[src/rtl/alu_arbiter.sv]
// Round-robin valid/ready arbiter that time-shares one ALU between two requesters.
// Operands/control are registered toward the ALU; result and zero flag are registered back.
module alu_arbiter #(
  parameter int unsigned WIDTH  = 32,
  parameter int unsigned CTRL_W = 5
) (
  input  logic              CLK,
  input  logic              RESET_N,
  input  logic              req_valid_0,
  input  logic              req_valid_1,
  output logic              req_ready_0,
  output logic              req_ready_1,
  input  logic [WIDTH-1:0]  req_A_0,
  input  logic [WIDTH-1:0]  req_A_1,
  input  logic [WIDTH-1:0]  req_B_0,
  input  logic [WIDTH-1:0]  req_B_1,
  input  logic [CTRL_W-1:0] req_ctrl_0,
  input  logic [CTRL_W-1:0] req_ctrl_1,
  output logic              resp_valid_0,
  output logic              resp_valid_1,
  input  logic              resp_ready_0,
  input  logic              resp_ready_1,
  output logic [WIDTH-1:0]  resp_result,
  output logic              resp_zero,
  output logic [WIDTH-1:0]  alu_A,
  output logic [WIDTH-1:0]  alu_B,
  output logic [CTRL_W-1:0] alu_ctrl,
  input  logic [WIDTH-1:0]  alu_result,
  input  logic              alu_zero,
  output logic              busy
);

  typedef enum logic [1:0] {IDLE, EXEC, RESP} state_t;

  state_t state, state_nxt;
  logic   ptr;
  logic   owner;
  logic   sel;
  logic   any_valid;
  logic   resp_take;

  // Pointer only matters under contention; a lone requester always wins.
  assign any_valid = req_valid_0 | req_valid_1;
  assign sel       = (req_valid_0 && req_valid_1) ? ptr : req_valid_1;
  assign resp_take = owner ? resp_ready_1 : resp_ready_0;

  always_ff @(posedge CLK or negedge RESET_N) begin
    if (!RESET_N) state <= IDLE;
    else          state <= state_nxt;
  end

  always_comb begin
    state_nxt = state;
    case (state)
      IDLE:    if (any_valid) state_nxt = EXEC;
      EXEC:    state_nxt = RESP;
      RESP:    if (resp_take) state_nxt = IDLE;
      default: state_nxt = IDLE;
    endcase
  end

  always_comb begin
    req_ready_0  = 1'b0;
    req_ready_1  = 1'b0;
    resp_valid_0 = 1'b0;
    resp_valid_1 = 1'b0;
    busy         = (state != IDLE);
    if (state == IDLE && any_valid) begin
      req_ready_0 = !sel;
      req_ready_1 = sel;
    end
    if (state == RESP) begin
      resp_valid_0 = !owner;
      resp_valid_1 = owner;
    end
  end

  always_ff @(posedge CLK or negedge RESET_N) begin
    if (!RESET_N) begin
      ptr         <= 1'b0;
      owner       <= 1'b0;
      alu_A       <= '0;
      alu_B       <= '0;
      alu_ctrl    <= '0;
      resp_result <= '0;
      resp_zero   <= 1'b0;
    end else begin
      if (state == IDLE && any_valid) begin
        owner    <= sel;
        ptr      <= !sel;
        alu_A    <= sel ? req_A_1    : req_A_0;
        alu_B    <= sel ? req_B_1    : req_B_0;
        alu_ctrl <= sel ? req_ctrl_1 : req_ctrl_0;
      end
      if (state == EXEC) begin
        resp_result <= alu_result;
        resp_zero   <= alu_zero;
      end
    end
  end

endmodule

[config.mk]
export PLATFORM = sky130hd
export DESIGN_NAME = alu_arbiter
export DESIGN_NICKNAME = d
export VERILOG_FILES = /design/src/rtl/alu_arbiter.sv
export SDC_FILE = /design/constraint.sdc
export NUM_CORES = 1
export LEC_CHECK = 0
export ABC_CLOCK_PERIOD_IN_PS = 1900
export BUFFER_PORTS_ARGS = -buffer_cell sky130_fd_sc_hd__buf_2
export CORE_MARGIN = 8
export CORE_UTILIZATION = 43
export DETAILED_ROUTE_END_ITERATION = 12
export PLACE_DENSITY = 0.86
export SYNTH_ARGS = -nofsm -noshare
export SYNTH_HDL_FRONTEND = slang
export SYNTH_SLANG_ARGS = --single-unit
[constraint.sdc]
create_clock -name CLK -period 1.9 [get_ports CLK]
set_input_delay 0.095 -clock CLK [delete_from_list [all_inputs] [get_ports CLK]]
set_output_delay 0.095 -clock CLK [all_outputs]
set_load 0.02 [all_outputs]
# After elaboration in Yosys (flattened, before gate mapping)
# Index checks and enable logic that the tools add are counted.
[op_classes]
n_addsub = 0
n_mul = 0
n_div = 0
magnitude_cmp = 0
eq_ne = 4
n_shift = 0
mux = 12
bitwise_logic = 1
n_reduce_logical = 7
[ops]
columns = ["operator", "n"]
rows = [
  ["$mux W32", 2],
  ["$mux W1", 6],
  ["$pmux W2 S3", 1],
  ["$mux W5", 1],
  ["$mux W2", 2],
  ["$ne A2 B2 Y1 const B", 2],
  ["$eq A2 B1 Y1 const B", 1],
  ["$eq A2 B2 Y1 const B", 1],
  ["$logic_and A1 B1 Y1", 2],
  ["$logic_not A1 Y1", 2],
  ["$logic_not A2 Y1", 1],
  ["$reduce_and A2 Y1", 1],
  ["$reduce_bool A2 Y1", 1],
  ["$or A1 B1 Y1", 1],
]
[word_totals]
regBits = 106
latch_bits = 0
mem_bits_rw = 0
romBits = 0
in_bits = 177
out_inout_bits = 107
memories = 0

# Longest topological paths before layout
[depth]
word_depth = 4
depth_mapped = 5
depth_no_buf = 3

# Worst setup path before layout
# Ideal clock, no wire load.
[synth_path]
path_type = "register to register"
startpoint = "register ptr"
endpoint = "register alu_A[23]"
setup_ps = 126
t_arrival_ps = 1284
setup_slack_ps = 490
stages_incl_launch_ff = 6
n_path_buf = 2
path_cell_list = "dfrtp_1 > nand2b_1 > and3_1 > buf_6 > buf_6 > a221o_1"
[synth_via]
elab_chain_len = 2
[synth_lines]
columns = ["item", "line_no", "rtl"]
rows = [
  ["from (decl)", "36", "logic ptr;"],
  ["from (signal assigned)", "90", "ptr <= !sel;"],
  ["$mux W1", "44", "assign sel = (req_valid_0 && req_valid_1) ? ptr : req_valid_1;"],
  ["$mux W32", "91", "alu_A <= sel ? req_A_1 : req_A_0;"],
  ["to (signal assigned)", "91", ""],
  ["to (decl)", "25", "output logic [WIDTH-1:0] alu_A,"],
]
# No other way between the ends.
# A chain may end at the register's enable or synchronous reset.

# Worst setup path in the final report
[layout_path]
startpoint = "register state[0]"
endpoint = "output port req_ready_1"
[layout_via]
elab_chain_len = 3
[layout_lines]
columns = ["item", "line_no", "rtl"]
rows = [
  ["from (decl)", "35", "state_t state, state_nxt;"],
  ["from (signal assigned)", "49", "else state <= state_nxt;"],
  ["$logic_not A2 Y1", "68", "if (state == IDLE && any_valid) begin"],
  ["$logic_and A1 B1 Y1", "68", ""],
  ["$mux W1", "68", ""],
  ["to (decl)", "12", "output logic req_ready_1,"],
]
# No other way between the ends.

==> qor.txt <==
Layout Utilization: 71.1%
Vias per cell: 5.39
Hold Path Origin: req_B_1[17]
Mapped Area: 4450 sq um
Layout cells sized above 1: 44.4%
PortBufs: 283
Period utilization: 91.9%
Register bit total from synthesis: 106
Cts bufs inserted: 9
Critical Path Start Type: flop
Vias post-DR: 4,542
Antenna-violating nets left: 0
Starting DRC count in detailed routing: 351
Post-cts sizing count: 0
Placer Congestion: 0.795
Leak Pwr: 3.87 nW
Clock root cell: clkbuf_8
Slew Viols, Final: 0
Critical path type: reg -> out
Hpwl dp: 11.4 mm
Htree depth: 3
Routed wire length: 17.4 mm
Wire length per cell: 20.7 microns
Worst Hold Depth: 2
Final Net Count: 878
Worst slew pin tran: 572 ps
Initial Util: 43.7%
Gr ovfl total: 0
Rows: 37
Arr. time, crit path: 1650 ps
Final setup fails: 0
Largest net degree at the start of global routing: 72
CP endpoint kind: primary output
Die Y: 118 microns
Mean Syn Cell Area: 13.6 sq um
Remaining DRCs: 0
# clock sinks: 106
Setup TNS: 0 ps
Syn Nets: 504
Clock Skews: 8.57 ps
Status: finished, final reports clean
Worst EP required: 1800 ps
Vias in the first global route: 5,035
WHS Endpoint: alu_B[17]
Die area: 13,900 sq um
Worst R2R Start: ptr
Fmax: 573 MHz
TritonCTS clock tree: done
Maximum VDD drop: 1.10 mV
Final Hold Vio Count: 0
Synthesis-to-layout area growth: 62.7%
Most frequent cells in the layout: buf_2 (282), dfrtp_1 (106), dlygate4sd3_1 (102)
Core box area: 10,200 sq um
Seq/Total Area, Yosys: 59.6%
GRT Util Overall: 24.1%
PwrDens: 1580 nW/um^2
Initial antenna violation count: 0
Synth warn: 0
R2R Setup Slk: 370 ps
Library cells used by synthesis: 17
Detailed Routing Iterations Pass 1: 5
Worst-path clk slew: 100 ps
CTS Buffer Depth: 2
R2R cell count: 4
Fin crit period: 1750 ps
Post-Syn Instances: 327
Worst setup path startpoint: state[0]
Die Span X: 118 microns
Clock Latency Late Sink: 350 ps
Worst r2r dst: alu_B[10]
First-pass GRT wire length: 27.0 mm
Relative slew slack: 61.9%
Max-cap violations: 0
Hold/Removal Path Class: in -> reg
Num ports: 284
Most common cell after layout, fill and taps aside: buf_2
RSZ-0062 raised after global routing: no
Max FO, Critical Path: 36
worst max-delay path, stage by stage, from the launching register on:
cell and delay, ps:
dfrtp_1 430, nor2_4 180, and3_2 260, buf_12 230
buf_2 200
cell families after synthesis:
group / count (synthesis) / synth area share, %
AOI/OAI and AO/OA: 74 / 16.3
DFF: 106 / 59.6
and+or+nand+nor: 77 / 10.8
muxes: 34 / 8.60
buffers and inverters: 36 / 4.69
routing by layer:
layer	GRT usage, %	vias to the layer above	routed length, microns
li1	-	2022	-
met1	26.2	2186	6600
met2	41.4	279	8640
met3	7.87	55	1500
met4	12.0	0	692
met5	0	-	0
worst max-delay path by stage:
| stage | to | slack [ps] | cells after the start |
|---|---|---|---|
| 2_1_floorplan | alu_A[23] | 490 | 5 |
| 3_3_place_gp | alu_A[10] | 410 | 4 |
| 3_5_place_dp | alu_B[17] | 360 | 4 |
| 4_1_cts | req_ready_1 | 60 | 4 |
| 5_1_grt | req_ready_1 | 50 | 4 |
| 6_report | req_ready_1 | 150 | 4 |
repair_timing:
action                     CTS  global route
setup endpoints to repair    0             1
hold buffers               102             0
buffers inserted             0             0
hold endpoints to repair   143             0
synthesized netlist by cell type (all sizes together):
library cell	instances	share of area, %
a21boi	1	0.25
a21o	2	0.34
a221o	69	16
and2	1	0.14
and3	70	9.8
buf	19	3.3
clkbuf	14	1.2
dfrtp	106	60
inv	3	0.25
mux2	34	8.6
nand2b	3	0.42
nor2	3	0.42
o21ai	2	0.22
state kept, by name (all words and copies together) (netlist names):
signal / count
alu_A: 32
alu_B: 32
resp_result: 32
alu_ctrl: 5
state: 2
owner: 1
ptr: 1
resp_zero: 1
final cells by class:
class | instances | area (sq um)
diodes | 1 | 2.50
fillers | 699 | 2940
clock buffers | 11 | 141
well taps | 136 | 170
clock inverters | 4 | 76.3
flip-flops and latches | 106 | 2650
repair buffers | 396 | 2580
multi-input cells | 185 | 1610
inverters | 3 | 11.3
through the flow:
step | cell area [sq um] | total power, mW | hold slack [ps] | cells | setup WS (ps)
floorplan | 4450 | 7.60 | -201 | 327 | 490
global placement | 5980 | 9.44 | 113 | 723 | 409
detailed placement | 5980 | 9.67 | 131 | 723 | 362
CTS | 7220 | 11.4 | 17.7 | 840 | 55.8
global route | 7240 | 12.1 | 25.5 | 841 | 49.7
finish | 7240 | 11.4 | 31.7 | 842 | 154
report_power, final:
| part | internal [mW] | switching, mW |
|---|---|---|
| combinational | 2.39 | 3.43 |
| clock | 0.775 | 0.731 |
| sequential | 3.39 | 0.726 |
(Power assumes the default switching activity.)
